**config.mk**
```make
export PLATFORM = sky130hd
export DESIGN_NAME = flag_branch_unit
export DESIGN_NICKNAME = d
export VERILOG_FILES = /design/src/rtl/flag_branch_pkg.sv /design/src/rtl/flag_branch_cond_eval.sv /design/src/rtl/flag_branch_unit.sv
export SDC_FILE = /design/constraint.sdc
export NUM_CORES = 1
export LEC_CHECK = 0
export ABC_CLOCK_PERIOD_IN_PS = 1800
export BUFFER_PORTS_ARGS = -buffer_cell sky130_fd_sc_hd__buf_2
export CAP_MARGIN = 20
export CORE_MARGIN = 5
export CORE_UTILIZATION = 45
export CTS_CLUSTER_DIAMETER = 150
export DETAILED_ROUTE_END_ITERATION = 6
export PLACE_DENSITY_LB_ADDON = 0.08
export SYNTH_ARGS = -nofsm -noshare
export SYNTH_HDL_FRONTEND = slang
export SYNTH_HIERARCHICAL = 1
export SYNTH_SLANG_ARGS = --single-unit
```
**constraint.sdc**
```tcl
create_clock -name clk -period 1.8 [get_ports clk]
set_input_delay 0.09 -clock clk [delete_from_list [all_inputs] [get_ports clk]]
set_output_delay 0.09 -clock clk [all_outputs]
set_load 0.005 [all_outputs]
```
**src/rtl/flag_branch_pkg.sv**
```systemverilog
// Shared types for the flag/branch unit: FSM states, branch condition codes, widths.
package flag_branch_pkg;

  localparam int unsigned DATA_W = 4;
  localparam int unsigned COND_W = 3;

  typedef enum logic [1:0] {
    ST_RUN   = 2'd0,
    ST_FLUSH = 2'd1,
    ST_HALT  = 2'd2
  } state_e;

  typedef enum logic [COND_W-1:0] {
    COND_ALWAYS = 3'b000,
    COND_Z      = 3'b001,
    COND_NZ     = 3'b010,
    COND_C      = 3'b011,
    COND_NC     = 3'b100,
    COND_NEVER0 = 3'b101,
    COND_NEVER1 = 3'b110,
    COND_HALT   = 3'b111
  } cond_e;

  // Sequential program counter step; wraps naturally at 2**DATA_W.
  function automatic logic [DATA_W-1:0] pc_step(input logic [DATA_W-1:0] pc);
    return pc + DATA_W'(1);
  endfunction

endpackage

```
**src/rtl/flag_branch_cond_eval.sv**
```systemverilog
// Branch condition decoder: evaluates a condition code against the latched flags.
module cond_eval
  import flag_branch_pkg::*;
(
  input  logic              z,
  input  logic              cf,
  input  logic [COND_W-1:0] br_cond,
  output logic              take,
  output logic              halt
);

  always_comb begin
    take = 1'b0;
    halt = 1'b0;
    case (br_cond)
      COND_ALWAYS: take = 1'b1;
      COND_Z:      take = z;
      COND_NZ:     take = ~z;
      COND_C:      take = cf;
      COND_NC:     take = ~cf;
      COND_NEVER0: take = 1'b0;
      COND_NEVER1: take = 1'b0;
      COND_HALT:   halt = 1'b1;
      default:     take = 1'b0;
    endcase
  end

endmodule

```
**src/rtl/flag_branch_unit.sv**
```systemverilog
// Latches ALU result/flags and sequences the PC with conditional branches,
// a one-cycle post-branch flush and a terminal halt state.
module flag_branch_unit
  import flag_branch_pkg::*;
(
  input  logic              clk,
  input  logic              rst,
  input  logic              pc_en,
  input  logic              res_valid,
  input  logic [DATA_W-1:0] res,
  input  logic              z_in,
  input  logic              cf_in,
  input  logic              br_valid,
  input  logic [COND_W-1:0] br_cond,
  input  logic [DATA_W-1:0] br_target,
  output logic [DATA_W-1:0] acc,
  output logic              z,
  output logic              cf,
  output logic [DATA_W-1:0] pc,
  output logic              br_taken,
  output logic              halted
);

  state_e            state_q;
  state_e            state_d;
  logic [DATA_W-1:0] acc_d;
  logic [DATA_W-1:0] pc_d;
  logic              z_d;
  logic              cf_d;
  logic              br_taken_d;
  logic              halted_d;
  logic              cond_take;
  logic              cond_halt;

  // Decisions use the registered flags, so a same-cycle ALU update cannot steer a branch.
  cond_eval u_cond_eval (
    .z       (z),
    .cf      (cf),
    .br_cond (br_cond),
    .take    (cond_take),
    .halt    (cond_halt)
  );

  always_ff @(posedge clk) begin
    if (rst) begin
      state_q  <= ST_RUN;
      acc      <= '0;
      z        <= 1'b0;
      cf       <= 1'b0;
      pc       <= '0;
      br_taken <= 1'b0;
      halted   <= 1'b0;
    end else begin
      state_q  <= state_d;
      acc      <= acc_d;
      z        <= z_d;
      cf       <= cf_d;
      pc       <= pc_d;
      br_taken <= br_taken_d;
      halted   <= halted_d;
    end
  end

  always_comb begin
    state_d    = state_q;
    acc_d      = acc;
    z_d        = z;
    cf_d       = cf;
    pc_d       = pc;
    br_taken_d = 1'b0;

    // Result latch is live in RUN and FLUSH, frozen only in HALT.
    if (res_valid && (state_q != ST_HALT)) begin
      acc_d = res;
      z_d   = z_in;
      cf_d  = cf_in;
    end

    case (state_q)
      ST_RUN: begin
        if (pc_en) begin
          if (br_valid && cond_halt) begin
            state_d = ST_HALT;
          end else if (br_valid && cond_take) begin
            pc_d       = br_target;
            br_taken_d = 1'b1;
            state_d    = ST_FLUSH;
          end else begin
            pc_d = pc_step(pc);
          end
        end
      end
      ST_FLUSH: state_d = ST_RUN;
      ST_HALT:  state_d = ST_HALT;
      default:  state_d = ST_RUN;
    endcase

    halted_d = (state_d == ST_HALT);
  end

endmodule

```
### Yosys cells after proc, flatten, opt, wreduce, memory -nomap -nowiden

Cells that the tools add are included.

* ROM bits: 0
* bits in registers: 14
* RAM bits: 0
* memories kept: 0
* latch bits: 0

* add/sub/neg operators: 1
* equality and inequality tests: 8
* magnitude comparators: 0
* bitwise operators: 5
* divide/modulo/power cells: 0
* mux-type cells: 8
* multipliers: 0
* shifts and indexed selects: 0
* reductions and logical operators: 7

Operator list (count)
* $eq 3x2->1 const B: 2
* $eq 3x3->1 const B: 2
* $mux 2: 3
* $not 1->1: 5
* $pmux 1 s5: 1
* $add 4x1->4 const B: 1
* $eq 2x2->1 const B: 2
* $mux 4: 1
* $pmux 2 s2: 1
* $reduce_or 4->1: 1
* $eq 3x1->1 const B: 1
* $logic_and 1x1->1: 3
* $logic_not 3->1: 1
* $reduce_and 3->1: 1
* $logic_not 2->1: 1
* $mux 1: 2
* $ne 2x2->1 const B: 1

### Depth between registers and ports, before layout

Gate-level depths: netlist (run 1).

* word-level depth: 8
* depth in mapped cells: 5
* depth with buffers taken out: 5

### By module

Netlist (run 1), hierarchy kept.

Modules (own cells, without submodules)
* flag_branch_unit: cells each 70, area an instance 645.6 µm², times used 1, seq. area each 280.3 µm²
* cond_eval: cells each 5, area an instance 48.8 µm², times used 1, seq. area each 0.0 µm²

### Least setup slack after synthesis (run 1)

Ideal clock, no wire load.

* path type: register to register
* from: register z
* to: register pc[3]
* cell stages (with the launch flop): 6
* slack: 0.364 ns
* arrival time: 1.309 ns
* path buffers: 0
* required time: 1.673 ns
* path through: dfxtp_1 > or2b_1 > o221ai_2 > nand2_1 > a211oi_1 > o32ai_1

* cells in the longest elaborated chain, start to end: 4

Ends and longest elaborated chain
* from (decl): RTL line flag_branch_unit.sv:17 `output logic z,`
* from (signal assigned): RTL line flag_branch_unit.sv:56 `z <= z_d;`
* $not 1->1: RTL line flag_branch_cond_eval.sv:18 `COND_NZ: take = ~z;`
* $pmux 1 s5 (*): RTL line flag_branch_cond_eval.sv:15 `case (br_cond)`
* named net cond_take: RTL line flag_branch_unit.sv:32 `logic cond_take;`
* $logic_and 1x1->1 (*): RTL line flag_branch_unit.sv:84 `end else if (br_valid && cond_take) begin`
* $mux 4 (*): RTL line flag_branch_unit.sv:84
* to (signal assigned): RTL line flag_branch_unit.sv:58 `pc <= pc_d;`
* to (decl): RTL line flag_branch_unit.sv:19 `output logic [DATA_W-1:0] pc,`

The timed path passes the listed nets; every way through them passes the cells marked *.
A chain may end at the register's enable or synchronous reset.

### Worst setup path after layout (run 1)

* from: register z
* to: register pc[0]

Same word-level chain as after synthesis.

==> results of run 1 <==
==> cell type report <==
cell class	count	area share, %
Clock buffer	3	2.61
Timing Repair Buffer	29	16.8
Tap cell	16	2.32
Multi-Input combinational cell	55	44.5
Sequential cell	14	32.5
Inverter	3	1.30
==> Yosys cell counts <==
master / instances
o22a_2: 1
a31oi_1: 2
nor3_1: 5
ha_1: 1
clkbuf_1: 2
a21oi_1: 8
o221ai_2: 1
a211oi_4: 1
a311oi_1: 1
nor2b_1: 1
o21a_1: 1
nand3_1: 3
a211o_2: 1
mux2i_1: 1
nand2b_1: 2
inv_1: 3
nand4b_1: 1
o211ai_1: 1
a211oi_1: 1
buf_6: 1
o32ai_1: 2
dfxtp_1: 14
nor2b_2: 1
or2b_1: 1
nand2_1: 3
a221oi_2: 1
and3_2: 1
nand3b_1: 6
o21ai_0: 6
a21o_2: 1
nor2_1: 1
==> final timing paths <==
| check | from | to | cells after the start |
|---|---|---|---|
| min | res[0] | acc[0]$_SDFFE_PP0P_ | 3 |
| max | z$_SDFFE_PP0P_ | pc[0]$_SDFFE_PP0P_ | 5 |
| max reg2reg | z$_SDFFE_PP0P_ | pc[0]$_SDFFE_PP0P_ | 5 |
| min reg2reg | acc[3]$_SDFFE_PP0P_ | acc[3]$_SDFFE_PP0P_ | 2 |
==> cells in the final DEF, fill, tap and decap left out, drive strengths merged, types with 2 or more instances in the layout <==
cell	n
buf	29
a211oi	2
nand2	3
a21oi	8
o32ai	2
nand3b	6
a31oi	2
dfxtp	14
nand2b	2
o21ai	6
clkbuf	3
nor3	5
nand3	3
nor2b	2
inv	3
==> power groups by stage <==
| stage | Clock [µW] | Combinational [µW] | Sequential, µW |
|---|---|---|---|
| 6_report | 172 | 116 | 338 |
| 5_1_grt | 199 | 130 | 342 |
| 4_1_cts | 180 | 117 | 339 |
| 3_5_place_dp | 0 | 116 | 346 |
| 3_3_place_gp | 0 | 115 | 345 |
| 2_1_floorplan | 0 | 66.6 | 346 |
==> per-stage QoR <==
stage | hold WS, ps | setup WS [ps]
2_1_floorplan | 156 | 364
3_3_place_gp | 357 | 283
3_5_place_dp | 370 | 222
4_1_cts | 72.3 | 211
5_1_grt | 71.3 | 92.4
6_report | 78.3 | 197
==> sequential cells by signal, summed over array words and instances, names as in the netlist <==
name      cells
acc           4
br_taken      1
cf            1
halted        1
pc            4
state_q       2
z             1
==> kinds of logic (layout without fill, tap and decap cells) <==
group           after synthesis  after routing  synth area share, %
compound gates               28             28                 30.3
simple gates                 25             25                 21.8
flops                        14             14                 40.4
buf+inv                       6             35                 4.32
fa+ha+maj                     1              1                 1.80
mux                           1              1                 1.44
==> routing by layer <==
layer	part of all wire (%)	wire (µm)	GRT usage, %	vias up
li1	-	-	-	344
met1	47	736	18.7	312
met2	46	713	18.9	18
met3	5.2	81	3.36	2
met4	1.2	19	8.07	0
met5	0	0	0	-
==> worst register-to-register path, cell delays in order, from the launching register on <==
cell,delay [ps]
dfxtp_1,360
or2b_1,240
o221ai_2,280
nand2_1,230
o211ai_1,270
a221oi_2,100
==> results.toml, run 1 <==
[status]
status = "finished, final reports clean"

[floorplanning]
pin_count = 30
die_y_um = 49.3
start_util_pct = 46.6
die_x_um = 49.3
placementRows = 14
fp.dieArea_um2 = 2430
core-area_um2 = 1490

[drt]
antenna_left = 0
drt_wl_total_um = 1550
wire_per_inst_um = 12.9
via_count = 676
vias_per_cell = 5.63
drt-initial-drc-count = 15
drc = 0
drt_pass1_iterations = 4

[cells_and_area]
drive_gt1_share_pct = 38.5
layout.cells.non_filler = 120
multi_input_area_um2 = 384
n_fill_cell = 152
regArea_um2 = 280
fin_area_um2 = 863
antenna_cells = 0
finalNetCount = 125
synthToLayoutAreaGrowth_pct = 24.3
postLayoutCoreUtil_pct = 58.0

[synth]
ys_ff_latch = 14
synth.area.top_cells = "dfxtp_1 40%, nand3b_1 6.5%, a21oi_1 5.8%, o21ai_0 4.3%, nor3_1 3.6%"
seq_area_frac_synth_pct = 40.4
yosys_warnings = 6
synth.avg_cell_area_um2 = 9.26
synth_top_area_share_pct = 40.4
syn_inst = 75
synth_nets = 94
ys_types = 31
netlist.top_cell.by_area = "dfxtp_1"
synthesis.area_um2 = 694

[global_route]
gr-total-overflow = 0
grt_max_degree = 17
grt_pass1_vias = 605
grt_pass1_wl_um = 2620
antenna_found_initial = 0
grtUsageTotal_pct = 13.6

[pwr]
power_uw = 626
switchingPower_uw = 166
power_frac_comb_pct = 18.5
clockPowerShare_pct = 27.4
p_int_uw = 459
netSwitchingFraction_pct = 26.6
seqPwrFrac_pct = 54.1
power_density_nw_per_um2 = 725
p_leak_uw = 0.000389
ir_worst_vdd_mv = 0.404

[setup_path]
crit_path_start_kind = "register"
worstPathArrival_ps = 1760
cp_slowest_cell = "dfxtp_1"
cp_max_fo = 6
cp_top_family = "compound AO/OA/AOI/OAI gates"
cp_data_required_time_ps = 1950
cp_num_buf_inv = 0
rrSetupSlack_ps = 200
max_stage_delay_ps = 360
worstPathCellList = "or2b_1 > o221ai_2 > nand2_1 > o211ai_1 > a221oi_2"
crit_type = "register to register"
setup.worst_path.end_class = "register"

[place]
hpwl_um = 1200
dpl_cell_area_um2 = 841
gp_congestion = 0.805
place_inst = 117
io_buffer_count = 29

[sta]
slew-limit-headroom_pct = 77.6
fin_crit_sh_pct = 89.1
hold_viol = 0
grt_setup_unrepaired = "false"
skew_ps = 1.08
maxSlewViolCount = 0
period_minus_slack_ps = 1600
finalSetupViolCount = 0
fin_setup_tns_ps = 0
max_freq_mhz = 624
tightest_slew_ps = 335

[clock_network]
path_clk_slew_ps = 80
max-clock-path-buffers = 2
clock-root-buffer = "clkbuf_4"
cts_tree = "yes"
post_cts_resized = 0
postCtsHoldBufs = 0
postCtsSetupRepairBufs = 0
cts_inserted_buffers = 3
h-tree-depth = 1
clock_latency_ps = 270
cts_sinks = 14

[worst_hold_path]
min_path_type = "input pin to register"

[job]
max_cap_viol_count = 0
Power figures use the tool's default switching activity.
==> inputs of run 2 (changes only) <==
Settings changed: ABC_CLOCK_PERIOD_IN_PS 1800 to 1600.
Clock period 1.8 ns to 1.6 ns, I/O delays scaled along.
==> run 2 against run 1 <==
  * Worst setup slack worse by 34 ps
  * Flip-flop and latch count stayed put
  * Register-to-register slack worse by 30 ps
  * Critical path depth stayed put
  * Non-clock buffer count is 1 higher
  * Critical endpoint unchanged
  * Final area is 2.5% higher
  * Count of clock-buffer cells in the layout is 1 higher
==> results.toml, run 2 (synthesis results as in run 1) <==
[clock_network]
clock_latency_ps = 290
postCtsHoldBufs = 0
max-clock-path-buffers = 2
cts_tree = "yes"
cts_inserted_buffers = 3
h-tree-depth = 1
path_clk_slew_ps = 90
cts_sinks = 14
postCtsSetupRepairBufs = 0
post_cts_resized = 0
clock-root-buffer = "clkbuf_4"

[global_route]
antenna_found_initial = 0
gr-total-overflow = 0
grt_pass1_wl_um = 2740
grtUsageTotal_pct = 14.0
grt_pass1_vias = 616
grt_max_degree = 17

[cells_and_area]
finalNetCount = 126
fin_area_um2 = 885
layout_common_cells = "29 x buf_2, 14 x dfxtp_1, 8 x a21oi_1"
drive_gt1_share_pct = 39.6
final_common_cell = "buf_2"
antenna_cells = 0
largest_registers = "acc x4, pc x4, state_q x2"
synthToLayoutAreaGrowth_pct = 27.4

[sta]
slew-limit-headroom_pct = 77.3
fin_crit_sh_pct = 89.8
tightest_slew_ps = 338
period_minus_slack_ps = 1440
finalSetupViolCount = 0
max_freq_mhz = 696
grt_setup_unrepaired = "false"
hold_viol = 0
skew_ps = 0.784
fin_setup_tns_ps = 0
maxSlewViolCount = 0

[setup_path]
reg2reg_to = "pc[0]$_SDFFE_PP0P_"
worstPathCellList = "or2b_1 > o221ai_2 > nand2_1 > o211ai_1 > a221oi_2"
cp_num_buf_inv = 0
startpoint = "z$_SDFFE_PP0P_"
max_stage_delay_ps = 360
cp_slowest_cell = "dfxtp_1"
worstPathArrival_ps = 1610
rrSetupSlack_ps = 160
cp_top_family = "compound AO/OA/AOI/OAI gates"
crit_type = "register to register"
rr_worst_depth = 5
cp_max_fo = 6
regToRegStartpoint = "z$_SDFFE_PP0P_"
setup.worst_path.end_class = "register"
cp_data_required_time_ps = 1770
crit_path_start_kind = "register"

[worst_hold_path]
min_path_type = "input pin to register"
holdPathEnd = "acc[0]$_SDFFE_PP0P_"
hold_start = "res[0]"
min_path_cells = 3

[drt]
via_count = 672
drt_pass1_iterations = 4
drt_wl_total_um = 1580
wire_per_inst_um = 12.9
vias_per_cell = 5.51
drt-initial-drc-count = 10
drc = 0
antenna_left = 0

[floorplanning]
placementRows = 14
die_y_um = 49.3
pin_count = 30
core-area_um2 = 1490
die_x_um = 49.3
start_util_pct = 46.6
fp.dieArea_um2 = 2430

[place]
hpwl_um = 1200
io_buffer_count = 29
dpl_cell_area_um2 = 848
gp_congestion = 0.819

[pwr]
ir_worst_vdd_mv = 0.520
power_uw = 776
p_leak_uw = 0.000401
power_density_nw_per_um2 = 878

[job]
max_cap_viol_count = 0

[status]
status = "finished, final reports clean"
run 2: changes by cell type in the layout (fill, tap and decap cells not counted), sizes merged:
cell | before | now
clkbuf | 3 | 4
buf | 29 | 30
run 2: layout make-up:
cell class	count	area, µm²
flip-flops and latches	14	280
multi-input cells	55	384
inverters	3	11.3
repair buffers	30	153
well taps	16	20.0
fillers	144	604
clock buffers	4	36.3
run 2: worst min-delay path: stages:
cell and delay (ps):
buf_2 90, nand3b_1 70, a21oi_1 50
run 2: worst max path at each step:
| stage | depth (start not counted) | slack [ps] | endpoint |
|---|---|---|---|
| after floorplan | 5 | 160 | pc[3]$_SDFFE_PP0P_ |
| after global placement | 5 | 190 | pc[3]$_SDFFE_PP0P_ |
| after detailed placement | 5 | 180 | pc[3]$_SDFFE_PP0P_ |
| after CTS | 5 | 150 | pc[0]$_SDFFE_PP0P_ |
| after global routing | 5 | 40 | pc[2]$_SDFFE_PP0P_ |
| final | 5 | 160 | pc[0]$_SDFFE_PP0P_ |
run 2: power by group:
part           switching, µW  leakage, µW  internal (µW)
Sequential              14.0     0.000115            367
Combinational           67.5     0.000266           65.8
Clock                    124    0.0000210            139
run 2: routing by layer:
layer,wire length [µm],share of wire (%),global-route usage (%)
met5,0,0,0
met4,31,2.0,6.73
met2,709,45,19.7
met3,99,6.3,3.36
met1,735,47,19.6
run 2: stage by stage:
| stage | worst slack [ps] | util (%) | hold WS (ps) | cells |
|---|---|---|---|---|
| global route | 40.4 | 59.4 | 62.5 | 122 |
| detailed placement | 181 | 57.0 | 360 | 118 |
| finish | 163 | 59.4 | 46.9 | 122 |
| global placement | 185 | 57.0 | 347 | 118 |
| CTS | 148 | 59.4 | 55.6 | 122 |
| floorplan | 164 | - | 146 | 75 |
